`config.mk`:
```
export PLATFORM = sky130hd
export DESIGN_NAME = ex_pipeline_regs_flat
export DESIGN_NICKNAME = d
export VERILOG_FILES = /design/src/rtl/ex_pipeline_regs_if.sv /design/src/rtl/ex_pipeline_regs.sv /design/src/flat_wrapper.sv
export SDC_FILE = /design/constraint.sdc
export NUM_CORES = 1
export LEC_CHECK = 0
export ABC_AREA = 1
export CAP_MARGIN = 0
export CORE_AREA = 8 8 365 367
export CTS_CLUSTER_SIZE = 10
export DETAILED_ROUTE_END_ITERATION = 8
export DIE_AREA = 0 0 373 375
export SLEW_MARGIN = 20
export SYNTH_ARGS = -nofsm -noshare
export SYNTH_HDL_FRONTEND = slang
export SYNTH_SLANG_ARGS = --single-unit
```
`constraint.sdc`:
```
create_clock -name clk -period 0.94 [get_ports clk]
set_input_delay 0.188 -clock clk [delete_from_list [all_inputs] [get_ports clk]]
set_output_delay 0.188 -clock clk [all_outputs]
set_load 0.01 [all_outputs]
```
`src/rtl/ex_pipeline_regs_if.sv`:
```
// Bundle of the ID-side inputs and the EX/MEM-side outputs of the pipeline register bank.
// master: the pipeline around the bank (decode, ALU, memory).
// slave: the register bank itself.
interface ex_pipeline_regs_if #(
  parameter int WIDTH   = 64,
  parameter int RADDR_W = 5
);
  logic               RegWrite_ID;
  logic               MemWrite_ID;
  logic [2:0]         ALUOp_ID;
  logic [1:0]         ALUSrc_ID;
  logic               MemToReg_ID;
  logic               flagWrite_ID;
  logic [WIDTH-1:0]   Imm12Ext_ID;
  logic [WIDTH-1:0]   Daddr9Ext_ID;
  logic [WIDTH-1:0]   LS_ID;
  logic [RADDR_W-1:0] Rd_ID;
  logic [WIDTH-1:0]   Da_ID;
  logic [WIDTH-1:0]   Db_ID;
  logic [WIDTH-1:0]   ALUResult_EX;
  logic [3:0]         aluFlags_EX;

  logic               RegWrite_EX;
  logic               MemWrite_EX;
  logic               MemToReg_EX;
  logic               flagWrite_EX;
  logic [2:0]         ALUOp_EX;
  logic [1:0]         ALUSrc_EX;
  logic [WIDTH-1:0]   Imm12Ext_EX;
  logic [WIDTH-1:0]   Daddr9Ext_EX;
  logic [WIDTH-1:0]   LS_EX;
  logic [WIDTH-1:0]   Da_EX;
  logic [WIDTH-1:0]   Db_EX;
  logic [RADDR_W-1:0] Rd_EX;

  logic               RegWrite_MEM;
  logic               MemWrite_MEM;
  logic               MemToReg_MEM;
  logic               flagWrite_MEM;
  logic [WIDTH-1:0]   Db_MEM;
  logic [WIDTH-1:0]   Daddr9Ext_MEM;
  logic [WIDTH-1:0]   ALUResult_MEM;
  logic [RADDR_W-1:0] Rd_MEM;
  logic [3:0]         flags;

  modport master (
    output RegWrite_ID, MemWrite_ID, ALUOp_ID, ALUSrc_ID, MemToReg_ID, flagWrite_ID,
           Imm12Ext_ID, Daddr9Ext_ID, LS_ID, Rd_ID, Da_ID, Db_ID, ALUResult_EX, aluFlags_EX,
    input  RegWrite_EX, MemWrite_EX, MemToReg_EX, flagWrite_EX, ALUOp_EX, ALUSrc_EX,
           Imm12Ext_EX, Daddr9Ext_EX, LS_EX, Da_EX, Db_EX, Rd_EX,
           RegWrite_MEM, MemWrite_MEM, MemToReg_MEM, flagWrite_MEM,
           Db_MEM, Daddr9Ext_MEM, ALUResult_MEM, Rd_MEM, flags
  );

  modport slave (
    input  RegWrite_ID, MemWrite_ID, ALUOp_ID, ALUSrc_ID, MemToReg_ID, flagWrite_ID,
           Imm12Ext_ID, Daddr9Ext_ID, LS_ID, Rd_ID, Da_ID, Db_ID, ALUResult_EX, aluFlags_EX,
    output RegWrite_EX, MemWrite_EX, MemToReg_EX, flagWrite_EX, ALUOp_EX, ALUSrc_EX,
           Imm12Ext_EX, Daddr9Ext_EX, LS_EX, Da_EX, Db_EX, Rd_EX,
           RegWrite_MEM, MemWrite_MEM, MemToReg_MEM, flagWrite_MEM,
           Db_MEM, Daddr9Ext_MEM, ALUResult_MEM, Rd_MEM, flags
  );
endinterface

```
`src/rtl/ex_pipeline_regs.sv`:
```
// ID/EX and EX/MEM pipeline registers plus the architectural condition-flag register.
// Pure register bank: every output comes straight from a flop, no stall or flush.
module ex_pipeline_regs #(
  parameter int WIDTH   = 64,
  parameter int RADDR_W = 5
) (
  input  logic clk,
  input  logic reset,
  ex_pipeline_regs_if.slave bus
);

  typedef struct packed {
    logic               reg_write;
    logic               mem_write;
    logic               mem_to_reg;
    logic               flag_write;
    logic [2:0]         alu_op;
    logic [1:0]         alu_src;
    logic [WIDTH-1:0]   imm12_ext;
    logic [WIDTH-1:0]   daddr9_ext;
    logic [WIDTH-1:0]   ls;
    logic [WIDTH-1:0]   da;
    logic [WIDTH-1:0]   db;
    logic [RADDR_W-1:0] rd;
  } id_ex_t;

  typedef struct packed {
    logic               reg_write;
    logic               mem_write;
    logic               mem_to_reg;
    logic               flag_write;
    logic [WIDTH-1:0]   db;
    logic [WIDTH-1:0]   daddr9_ext;
    logic [WIDTH-1:0]   alu_result;
    logic [RADDR_W-1:0] rd;
  } ex_mem_t;

  id_ex_t     id_ex_d,  id_ex_q;
  ex_mem_t    ex_mem_d, ex_mem_q;
  logic [3:0] flags_d,  flags_q;

  // Next-state: decode values enter EX, EX values advance to MEM, flags load when the EX instruction asks.
  always_comb begin
    id_ex_d.reg_write   = bus.RegWrite_ID;
    id_ex_d.mem_write   = bus.MemWrite_ID;
    id_ex_d.mem_to_reg  = bus.MemToReg_ID;
    id_ex_d.flag_write  = bus.flagWrite_ID;
    id_ex_d.alu_op      = bus.ALUOp_ID;
    id_ex_d.alu_src     = bus.ALUSrc_ID;
    id_ex_d.imm12_ext   = bus.Imm12Ext_ID;
    id_ex_d.daddr9_ext  = bus.Daddr9Ext_ID;
    id_ex_d.ls          = bus.LS_ID;
    id_ex_d.da          = bus.Da_ID;
    id_ex_d.db          = bus.Db_ID;
    id_ex_d.rd          = bus.Rd_ID;

    ex_mem_d.reg_write  = id_ex_q.reg_write;
    ex_mem_d.mem_write  = id_ex_q.mem_write;
    ex_mem_d.mem_to_reg = id_ex_q.mem_to_reg;
    ex_mem_d.flag_write = id_ex_q.flag_write;
    ex_mem_d.db         = id_ex_q.db;
    ex_mem_d.daddr9_ext = id_ex_q.daddr9_ext;
    ex_mem_d.alu_result = bus.ALUResult_EX;
    ex_mem_d.rd         = id_ex_q.rd;

    // Enable is the EX-stage copy, so flags commit as the instruction leaves EX.
    flags_d = flags_q;
    if (id_ex_q.flag_write) flags_d = bus.aluFlags_EX;
  end

  // State registers with asynchronous clear; in-flight instructions are dropped on reset.
  always_ff @(posedge clk or negedge reset) begin
    if (!reset) begin
      id_ex_q  <= '0;
      ex_mem_q <= '0;
      flags_q  <= '0;
    end else begin
      id_ex_q  <= id_ex_d;
      ex_mem_q <= ex_mem_d;
      flags_q  <= flags_d;
    end
  end

  assign bus.RegWrite_EX   = id_ex_q.reg_write;
  assign bus.MemWrite_EX   = id_ex_q.mem_write;
  assign bus.MemToReg_EX   = id_ex_q.mem_to_reg;
  assign bus.flagWrite_EX  = id_ex_q.flag_write;
  assign bus.ALUOp_EX      = id_ex_q.alu_op;
  assign bus.ALUSrc_EX     = id_ex_q.alu_src;
  assign bus.Imm12Ext_EX   = id_ex_q.imm12_ext;
  assign bus.Daddr9Ext_EX  = id_ex_q.daddr9_ext;
  assign bus.LS_EX         = id_ex_q.ls;
  assign bus.Da_EX         = id_ex_q.da;
  assign bus.Db_EX         = id_ex_q.db;
  assign bus.Rd_EX         = id_ex_q.rd;

  assign bus.RegWrite_MEM  = ex_mem_q.reg_write;
  assign bus.MemWrite_MEM  = ex_mem_q.mem_write;
  assign bus.MemToReg_MEM  = ex_mem_q.mem_to_reg;
  assign bus.flagWrite_MEM = ex_mem_q.flag_write;
  assign bus.Db_MEM        = ex_mem_q.db;
  assign bus.Daddr9Ext_MEM = ex_mem_q.daddr9_ext;
  assign bus.ALUResult_MEM = ex_mem_q.alu_result;
  assign bus.Rd_MEM        = ex_mem_q.rd;
  assign bus.flags         = flags_q;

endmodule

```
`src/flat_wrapper.sv`:
```
// flat-port wrapper written by rule: the top's interface ports become plain ports
module ex_pipeline_regs_flat 
#(
  parameter int WIDTH   = 64,
  parameter int RADDR_W = 5
)
  (clk, reset, bus_RegWrite_ID, bus_MemWrite_ID, bus_ALUOp_ID, bus_ALUSrc_ID, bus_MemToReg_ID, bus_flagWrite_ID, bus_Imm12Ext_ID, bus_Daddr9Ext_ID, bus_LS_ID, bus_Rd_ID, bus_Da_ID, bus_Db_ID, bus_ALUResult_EX, bus_aluFlags_EX, bus_RegWrite_EX, bus_MemWrite_EX, bus_MemToReg_EX, bus_flagWrite_EX, bus_ALUOp_EX, bus_ALUSrc_EX, bus_Imm12Ext_EX, bus_Daddr9Ext_EX, bus_LS_EX, bus_Da_EX, bus_Db_EX, bus_Rd_EX, bus_RegWrite_MEM, bus_MemWrite_MEM, bus_MemToReg_MEM, bus_flagWrite_MEM, bus_Db_MEM, bus_Daddr9Ext_MEM, bus_ALUResult_MEM, bus_Rd_MEM, bus_flags);
  ex_pipeline_regs_if #(.WIDTH(WIDTH), .RADDR_W(RADDR_W)) bus_i ();
  input  logic clk;
  input  logic reset;
  input wire logic [$bits(bus_i.RegWrite_ID)-1:0] bus_RegWrite_ID;
  input wire logic [$bits(bus_i.MemWrite_ID)-1:0] bus_MemWrite_ID;
  input wire logic [$bits(bus_i.ALUOp_ID)-1:0] bus_ALUOp_ID;
  input wire logic [$bits(bus_i.ALUSrc_ID)-1:0] bus_ALUSrc_ID;
  input wire logic [$bits(bus_i.MemToReg_ID)-1:0] bus_MemToReg_ID;
  input wire logic [$bits(bus_i.flagWrite_ID)-1:0] bus_flagWrite_ID;
  input wire logic [$bits(bus_i.Imm12Ext_ID)-1:0] bus_Imm12Ext_ID;
  input wire logic [$bits(bus_i.Daddr9Ext_ID)-1:0] bus_Daddr9Ext_ID;
  input wire logic [$bits(bus_i.LS_ID)-1:0] bus_LS_ID;
  input wire logic [$bits(bus_i.Rd_ID)-1:0] bus_Rd_ID;
  input wire logic [$bits(bus_i.Da_ID)-1:0] bus_Da_ID;
  input wire logic [$bits(bus_i.Db_ID)-1:0] bus_Db_ID;
  input wire logic [$bits(bus_i.ALUResult_EX)-1:0] bus_ALUResult_EX;
  input wire logic [$bits(bus_i.aluFlags_EX)-1:0] bus_aluFlags_EX;
  output wire logic [$bits(bus_i.RegWrite_EX)-1:0] bus_RegWrite_EX;
  output wire logic [$bits(bus_i.MemWrite_EX)-1:0] bus_MemWrite_EX;
  output wire logic [$bits(bus_i.MemToReg_EX)-1:0] bus_MemToReg_EX;
  output wire logic [$bits(bus_i.flagWrite_EX)-1:0] bus_flagWrite_EX;
  output wire logic [$bits(bus_i.ALUOp_EX)-1:0] bus_ALUOp_EX;
  output wire logic [$bits(bus_i.ALUSrc_EX)-1:0] bus_ALUSrc_EX;
  output wire logic [$bits(bus_i.Imm12Ext_EX)-1:0] bus_Imm12Ext_EX;
  output wire logic [$bits(bus_i.Daddr9Ext_EX)-1:0] bus_Daddr9Ext_EX;
  output wire logic [$bits(bus_i.LS_EX)-1:0] bus_LS_EX;
  output wire logic [$bits(bus_i.Da_EX)-1:0] bus_Da_EX;
  output wire logic [$bits(bus_i.Db_EX)-1:0] bus_Db_EX;
  output wire logic [$bits(bus_i.Rd_EX)-1:0] bus_Rd_EX;
  output wire logic [$bits(bus_i.RegWrite_MEM)-1:0] bus_RegWrite_MEM;
  output wire logic [$bits(bus_i.MemWrite_MEM)-1:0] bus_MemWrite_MEM;
  output wire logic [$bits(bus_i.MemToReg_MEM)-1:0] bus_MemToReg_MEM;
  output wire logic [$bits(bus_i.flagWrite_MEM)-1:0] bus_flagWrite_MEM;
  output wire logic [$bits(bus_i.Db_MEM)-1:0] bus_Db_MEM;
  output wire logic [$bits(bus_i.Daddr9Ext_MEM)-1:0] bus_Daddr9Ext_MEM;
  output wire logic [$bits(bus_i.ALUResult_MEM)-1:0] bus_ALUResult_MEM;
  output wire logic [$bits(bus_i.Rd_MEM)-1:0] bus_Rd_MEM;
  output wire logic [$bits(bus_i.flags)-1:0] bus_flags;
  assign bus_i.RegWrite_ID = bus_RegWrite_ID;
  assign bus_i.MemWrite_ID = bus_MemWrite_ID;
  assign bus_i.ALUOp_ID = bus_ALUOp_ID;
  assign bus_i.ALUSrc_ID = bus_ALUSrc_ID;
  assign bus_i.MemToReg_ID = bus_MemToReg_ID;
  assign bus_i.flagWrite_ID = bus_flagWrite_ID;
  assign bus_i.Imm12Ext_ID = bus_Imm12Ext_ID;
  assign bus_i.Daddr9Ext_ID = bus_Daddr9Ext_ID;
  assign bus_i.LS_ID = bus_LS_ID;
  assign bus_i.Rd_ID = bus_Rd_ID;
  assign bus_i.Da_ID = bus_Da_ID;
  assign bus_i.Db_ID = bus_Db_ID;
  assign bus_i.ALUResult_EX = bus_ALUResult_EX;
  assign bus_i.aluFlags_EX = bus_aluFlags_EX;
  assign bus_RegWrite_EX = bus_i.RegWrite_EX;
  assign bus_MemWrite_EX = bus_i.MemWrite_EX;
  assign bus_MemToReg_EX = bus_i.MemToReg_EX;
  assign bus_flagWrite_EX = bus_i.flagWrite_EX;
  assign bus_ALUOp_EX = bus_i.ALUOp_EX;
  assign bus_ALUSrc_EX = bus_i.ALUSrc_EX;
  assign bus_Imm12Ext_EX = bus_i.Imm12Ext_EX;
  assign bus_Daddr9Ext_EX = bus_i.Daddr9Ext_EX;
  assign bus_LS_EX = bus_i.LS_EX;
  assign bus_Da_EX = bus_i.Da_EX;
  assign bus_Db_EX = bus_i.Db_EX;
  assign bus_Rd_EX = bus_i.Rd_EX;
  assign bus_RegWrite_MEM = bus_i.RegWrite_MEM;
  assign bus_MemWrite_MEM = bus_i.MemWrite_MEM;
  assign bus_MemToReg_MEM = bus_i.MemToReg_MEM;
  assign bus_flagWrite_MEM = bus_i.flagWrite_MEM;
  assign bus_Db_MEM = bus_i.Db_MEM;
  assign bus_Daddr9Ext_MEM = bus_i.Daddr9Ext_MEM;
  assign bus_ALUResult_MEM = bus_i.ALUResult_MEM;
  assign bus_Rd_MEM = bus_i.Rd_MEM;
  assign bus_flags = bus_i.flags;
  ex_pipeline_regs #(.WIDTH(WIDTH), .RADDR_W(RADDR_W)) u_core (.clk(clk), .reset(reset), .bus(bus_i));
endmodule
```
After elaboration in Yosys (flattened, before gate mapping)
Cells that the tools add are included.
{"block": "totals", "latch_bits": 0, "elab_cells": 21, "in_bits": 404, "ramBits": 0, "romBits": 0, "memories": 0, "out_inout_bits": 539, "regBits": 539}
{"block": "classes", "eq_ne": 0, "mul": 0, "n_shift": 0, "n_div": 0, "addsub": 0, "order_cmp": 0, "bitwise_logic": 0, "mux": 0, "n_reduce_logical": 0}

Depth between registers and ports, before layout
Gate-level depths: netlist (run 1).
{"block": "logic_depth", "depth_word": 0, "ltp_mapped": 3, "depth_no_buf": 3}

Least setup slack after synthesis (run 1)
Ideal clock, no wire load.
{"block": "synth_path", "path_type": "register -> register", "startpoint": "register u_core.id_ex_q (netlist bit u_core.bus.flagWrite_EX)", "endpoint": "register u_core.flags_q[0] (netlist: u_core.bus.flags[0])", "required_ns": 0.823, "n_path_buf": 0, "period_less_slack_ns": 0.730, "stages_incl_launch_ff": 4, "setup_slack_ns": 0.210, "t_arrival_ns": 0.614, "setup_ns": 0.117, "cell_sequence": "dfrtp_1 > inv_2 > nand2_1 > nand2_1"}
{"element": "from (decl)", "line_no": "ex_pipeline_regs.sv:38", "rtl": "id_ex_t id_ex_d, id_ex_q;"}
{"element": "from (signal assigned)", "line_no": "ex_pipeline_regs.sv:78", "rtl": "id_ex_q <= id_ex_d;"}
{"element": "to (signal assigned)", "line_no": "ex_pipeline_regs.sv:80", "rtl": "flags_q <= flags_d;"}
{"element": "to (decl)", "line_no": "ex_pipeline_regs.sv:40", "rtl": "logic [3:0] flags_d, flags_q;"}

Worst setup path in the final report (run 1)
{"block": "layout_path", "startpoint": "register u_core.ex_mem_q (netlist bit u_core.bus.Db_MEM[16])", "endpoint": "output bus_Db_MEM[16]"}
{"element": "from (decl)", "line_no": "ex_pipeline_regs.sv:39", "rtl": "ex_mem_t ex_mem_d, ex_mem_q;"}
{"element": "from (signal assigned)", "line_no": "ex_pipeline_regs.sv:79", "rtl": "ex_mem_q <= ex_mem_d;"}
{"element": "to (decl)", "line_no": "flat_wrapper.sv:41", "rtl": "output wire logic [$bits(bus_i.Db_MEM)-1:0] bus_Db_MEM;"}
No word-level cell between the ends.

==> results of run 1 <==
through the flow:
step | cell area (um2) | total power (uW) | setup TNS [ns]
finish | 31600 | 54900 | -192.64
global route | 31600 | 57300 | -245.45
CTS | 30800 | 55600 | -245.82
detailed placement | 26000 | 31600 | -61.34
global placement | 26000 | 31600 | -60.18
floorplan | 13500 | 25900 | 0
layer usage:
metal  track usage  up-vias  wire [um]
met5             0        -         36
met4        0.0375        6       2530
met3        0.0467      132       7920
met2         0.156      608      33500
met1         0.107     5491      25500
li1              -     4775          -
registers in the layout, indices dropped and copies added, names as in the netlist, 2 cells and up:
| signal | count |
|---|---|
| u_core.bus.ALUOp_EX | 3 |
| u_core.bus.ALUResult_MEM | 64 |
| u_core.bus.ALUSrc_EX | 2 |
| u_core.bus.Da_EX | 64 |
| u_core.bus.Daddr9Ext_EX | 64 |
| u_core.bus.Daddr9Ext_MEM | 64 |
| u_core.bus.Db_EX | 64 |
| u_core.bus.Db_MEM | 64 |
| u_core.bus.Imm12Ext_EX | 64 |
| u_core.bus.LS_EX | 64 |
| u_core.bus.Rd_EX | 5 |
| u_core.bus.Rd_MEM | 5 |
| u_core.bus.flags | 4 |
cell usage after synthesis:
library cell and number:
nand2_1 12, dfrtp_1 539, inv_2 1
report_power, final:
group | switching [uW] | leakage, uW | internal (uW)
clock network | 9370 | 0.000888 | 13000
logic | 2830 | 0.00692 | 4730
registers | 641 | 0.00628 | 24400
total | 12800 | 0.0141 | 42100
final timing paths:
kind,start,to,slack (ns),depth (start not counted)
max in group asynchronous,reset,u_core.bus.ALUResult_MEM[48],0.21,4
hold reg to reg,u_core.bus.Db_EX[13],u_core.bus.Db_MEM[13],0.36,0
hold / removal,bus_Daddr9Ext_ID[54],u_core.bus.Daddr9Ext_EX[54],0.09,1
setup reg to reg,u_core.bus.Db_EX[62],u_core.bus.Db_MEM[62],0.03,3
min in group asynchronous,reset,u_core.bus.Db_MEM[16],0.12,3
setup / recovery,u_core.bus.Db_MEM[16],bus_Db_MEM[16],-0.46,1
final cells by class:
type	instances	area, um2
Fill cell	12883	95400
Timing Repair Buffer	1463	14100
Sequential cell	539	13500
Tap cell	1662	2080
Clock buffer	75	1730
Clock inverter	9	103
Multi-Input combinational cell	12	47.5
Antenna cell	4	10.0
Inverter	1	6.26
what timing repair did:
item                                     CTS  global route
hold buffers                             345             0
hold endpoints to repair                 883             0
endpoints found under the setup margin   539           543
resized for setup                       2478           108
setup buffers                             51            26
cells by family after synthesis:
logic type             synth area share
flip-flops                        0.996
AND/OR/NAND/NOR                 0.00333
buffers and inverters          0.000277
worst register-to-register path: cells and delay by family, from the launching register on:
family                 cells  cell delay [ns]
buffers and inverters      3             0.40
flip-flops                 1             0.39
==> key figures, run 1 <==
Global route
  – Vias in the first global route: approximately 13000
  – Largest net degree at the start of global routing: 44
  – Tot GR Track Use: 0.0953
  – Antenna violations before repair: 19
  – First-pass GRT wire length: ~100000 um
  – GRT overflow: 0

Synthesis
  – Synthesis-stage register bit count: between 500 and 600
  – Distinct cells, synth: 3
  – Synth Instances: 552
  – Post-synth net total: between 900 and 1000
  – Post-synth top area share: 0.996
  – Ys Warns: 0
  – Seq/Total Area, Yosys: 0.996
  – Cell taking the most area after synthesis: dfrtp_1
  – Syn_area_per_cell: approximately 25 um2
  – Synth top area cells: dfrtp_1 100%, nand2_1 0.33%, inv_2 0.028%
  – Post-synthesis cell area: ~14000 um2

Final layout
  – Commonest cells after routing, fill and taps aside: 535 x dfrtp_1, 402 x clkdlybuf4s50_1, 378 x buf_6, 345 x dlygate4sd3_1, 170 x buf_4
  – Area delta synth->final: 133%
  – Most common library cell in the layout ignoring fill and taps: dfrtp_1
  – Ratio of cells with drive above 1 in the final layout: 0.381
  – Util after Layout: 0.249
  – Nets: ~2500
  – Final std cells w/o fill: approximately 3800

Clock network
  – Worst skew pair latency: approximately 0.6 ns
  – Root Buffer: clkbuf_16
  – CTS Sinks: 539
  – Clock slew at reported path FFs: 0.06 ns
  – Htree depth: 3
  – Clk buf depth: 3
  – CTS tree: built
  – Num CTS Buffers: 66

Floorplanning
  – Initial Util: 0.107
  – Row cnt: roughly 130
  – Die area: between 100000 and 150000 um2
  – Num ports: around 940
  – Die Width: between 300 and 400 um
  – Area of the core: roughly 130000 um2
  – Die height: between 300 and 400 um

Outcome
  – Status: finished with violations
  – Violated checks: setup timing

Critical path
  – Critical path class: reg2out
  – Startpoint types: flip-flop
  – CP max stage delay: around 0.43 ns
  – Crit path DAT: about 1.2 ns
  – Crit-path cells: buf_2
  – Worst setup EP type: output port
  – CP Data Required Time: approximately 0.75 ns
  – Top cell family by delay on the critical path: flip-flops
  – CP bufs+invs: 1
  – Worst-path maximum fanout: 1
  – Slowest-stage cell, CP: dfrtp_1

Min path
  – HP Class: in2reg

Power and ir drop
  – VDD IR max: ~1.3 mV
  – Leak pwr: approximately 0.014 uW
  – PD cells: roughly 1700 nW/um2

Detailed routing
  – Avg WL per Cell: between 15 and 20 um
  – DRT antenna net count: 0
  – Initial DRC Count: around 420
  – Total number of vias: about 11000
  – Via/cell ratio: a little under 3
  – Routed WL: between 60000 and 70000 um
  – 1st-pass router iterations: 4
  – # DRC: 0

STA
  – Tmin final: 1.40 ns
  – Worst-margin pin slew: roughly 0.32 ns
  – Final Skew: 0.0137 ns
  – Max Clk Rate: about 0.7 GHz
  – Period utilization: 1.48
  – Setup ws final: -0.456 ns
  – Count of pins over their slew limit: 0
  – Final Hold Vio Count: 0
  – Hold WS: roughly 0.086 ns
  – Finish-stage setup viols: ~540
  – RSZ-0062 raised after global routing: yes
  – Max_slew headroom: 0.783

Placement
  – Routability cong.: around 0.85
  – DP HPWL: approximately 53000 um
  – Pre-CTS setup slack: -0.262 ns
  – Placed instance count: 3256
  – Number of port buffers: around 940

Run
  – MaxCap Viol Count: 0
Note: power is estimated with default switching activity, not from simulation.
==> run 2, diff against run 1 <==
--- a/config.mk
+++ b/config.mk
@@ -11,6 +11,7 @@
 export CTS_CLUSTER_SIZE = 10
 export DETAILED_ROUTE_END_ITERATION = 8
 export DIE_AREA = 0 0 373 375
+export HOLD_SLACK_MARGIN = 0.03
 export SLEW_MARGIN = 20
 export SYNTH_ARGS = -nofsm -noshare
 export SYNTH_HDL_FRONTEND = slang
==> key figures, run 2 (synthesis gave the netlist of run 1 again) <==
Outcome
  – Status: finished with violations
  – Violated checks: setup timing

Clock network
  – CTS Sinks: 539
  – Htree depth: 3
  – Root Buffer: clkbuf_16
  – Worst skew pair latency: approximately 0.61 ns
  – CTS tree: built
  – Num CTS Buffers: between 60 and 70
  – Clock slew at reported path FFs: roughly 0.05 ns
  – Clk buf depth: 3

Critical path
  – CP Data Required Time: roughly 0.75 ns
  – Crit-path cells: buf_2
  – Crit path DAT: between 1 and 1.5 ns
  – CP max stage delay: between 0.4 and 0.5 ns
  – Worst setup EP type: output port
  – R2r endpoint: u_core.bus.Db_MEM[62]
  – Worst-path maximum fanout: 1
  – Critical path class: reg2out
  – Top cell family by delay on the critical path: flip-flops
  – Worst Reg-to-Reg Cells: 3
  – Slowest-stage cell, CP: dfrtp_1
  – CP bufs+invs: 1
  – Startpoint types: flip-flop
  – Flop-to-flop setup slack: around 0.03 ns
  – Reg2reg start: u_core.bus.Db_EX[62]

STA
  – Hold WS: 0.107 ns
  – Count of pins over their slew limit: 0
  – Max Clk Rate: a little over 0.7 GHz
  – Setup ws final: -0.458 ns
  – Final Skew: 0.0145 ns
  – RSZ-0062 raised after global routing: yes
  – Worst-margin pin slew: roughly 0.34 ns
  – Final Hold Vio Count: 0
  – Max_slew headroom: 0.772
  – Tmin final: between 1 and 1.5 ns
  – Period utilization: 1.49
  – Finish-stage setup viols: 539

Final layout
  – Commonest cells after routing, fill and taps aside: 535 x dfrtp_1, 402 x clkdlybuf4s50_1, 380 x buf_6, 358 x dlygate4sd3_1, 171 x buf_4
  – Multi-input logic area: approximately 48 um2
  – Nets: 2501
  – Most common library cell in the layout ignoring fill and taps: dfrtp_1
  – Util after Layout: 0.250
  – Final instance area: 31800 um2
  – FF+latch area: ~13000 um2
  – Area delta synth->final: 135%
  – Fillers: ~13000
  – Ratio of cells with drive above 1 in the final layout: 0.379

Floorplanning
  – Initial Util: 0.107
  – Row cnt: about 130
  – Num ports: around 940
  – Die area: about 140000 um2
  – Die height: 375 um
  – Die Width: about 370 um
  – Area of the core: 127000 um2

Global route
  – First-pass GRT wire length: between 90000 and 100000 um
  – Vias in the first global route: ~13000
  – GRT overflow: 0
  – Tot GR Track Use: 0.0957
  – Antenna violations before repair: 19
  – Largest net degree at the start of global routing: 44

Detailed routing
  – Via/cell ratio: 2.92
  – # DRC: 0
  – DRT antenna net count: 0
  – Routed WL: between 60000 and 70000 um
  – Total number of vias: around 11000
  – 1st-pass router iterations: 4
  – Avg WL per Cell: around 18 um
  – Initial DRC Count: 440

Power and ir drop
  – Int Power: roughly 42000 uW
  – Comb power frac: 0.138
  – Psw: between 10000 and 15000 uW
  – Switching share of power: 0.234
  – Leak pwr: between 0.01 and 0.015 uW
  – PD cells: between 1500 and 2000 nW/um2
  – Sequential Power Share: 0.456
  – Clk pwr share: 0.406
  – VDD IR max: roughly 1.3 mV
  – Tot Pwr: about 55000 uW

Min path
  – Hold depth: 1
  – Hold wc startpoint: bus_Daddr9Ext_ID[16]
  – HP Class: in2reg
  – Hold Crit Endpoint: u_core.bus.Daddr9Ext_EX[16]

Run
  – MaxCap Viol Count: 0

Placement
  – Number of port buffers: approximately 940
  – Routability cong.: 0.849
  – DP HPWL: between 50000 and 60000 um
  – Pre-CTS setup slack: -0.262 ns
  – Placed instance area: between 20000 and 30000 um2
run 2: worst reg2reg max path, cell delays in order (launching register included):
cell	delay [ns]
dfrtp_1	0.39
buf_4	0.14
buf_4	0.12
buf_4	0.14
run 2: final cells by class:
cell class | count | area share
Sequential cell | 539 | 0.425
Clock inverter | 9 | 0.00323
Antenna cell | 7 | 0.000552
Timing Repair Buffer | 1477 | 0.450
Inverter | 1 | 0.000197
Tap cell | 1662 | 0.0655
Clock buffer | 75 | 0.0544
Multi-Input combinational cell | 12 | 0.00150
run 2: what timing repair did:
action	CTS	global route
endpoints found under the setup margin	539	543
hold buffers	358	0
buffers inserted	51	27
endpoints found under the hold margin	896	0
resized for setup	2478	110
run 2: power by group through the flow:
stage | clock, uW | sequential [uW] | combinational, uW
final | 22300 | 25100 | 7610
after global placement | 0 | 25200 | 6340
after global routing | 24100 | 25200 | 8060
after detailed placement | 0 | 25300 | 6320
after floorplan | 0 | 25800 | 15.2
after CTS | 23200 | 25000 | 7400
run 2: how the worst max path moves through the flow:
stage | cells after the start | startpoint | end | slack, ns
after floorplan | 3 | u_core.bus.flagWrite_EX | u_core.bus.flags[0] | 0.21
after global placement | 1 | u_core.bus.Daddr9Ext_EX[37] | bus_Daddr9Ext_EX[37] | -0.28
after detailed placement | 1 | u_core.bus.Daddr9Ext_EX[45] | bus_Daddr9Ext_EX[45] | -0.26
after CTS | 1 | u_core.bus.ALUResult_MEM[48] | bus_ALUResult_MEM[48] | -0.60
after global routing | 1 | u_core.bus.ALUResult_MEM[48] | bus_ALUResult_MEM[48] | -0.58
final | 1 | u_core.bus.Db_MEM[16] | bus_Db_MEM[16] | -0.46
run 2: layer usage:
metal	vias up	GRT usage	wire, um
met2	606	0.158	33900
met4	6	0.0360	2370
met1	5501	0.106	25900
li1	4808	-	-
met3	132	0.0469	7510
met5	-	0	36
run 2: through the flow:
step	instances	setup TNS [ns]
detailed placement	3256	-61.34
floorplan	552	0
global route	3775	-245.65
finish	3782	-192.79
CTS	3749	-245.82
global placement	3256	-60.18
==> run 3, diff against run 2 <==
--- a/config.mk
+++ b/config.mk
@@ -6,6 +6,7 @@
 export NUM_CORES = 1
 export LEC_CHECK = 0
 export ABC_AREA = 1
+export ABC_CLOCK_PERIOD_IN_PS = 940
 export CAP_MARGIN = 0
 export CORE_AREA = 8 8 365 367
 export CTS_CLUSTER_SIZE = 10
==> results of run 3 <==
The final DEF is identical to that of run 2; final timing and power are the same.
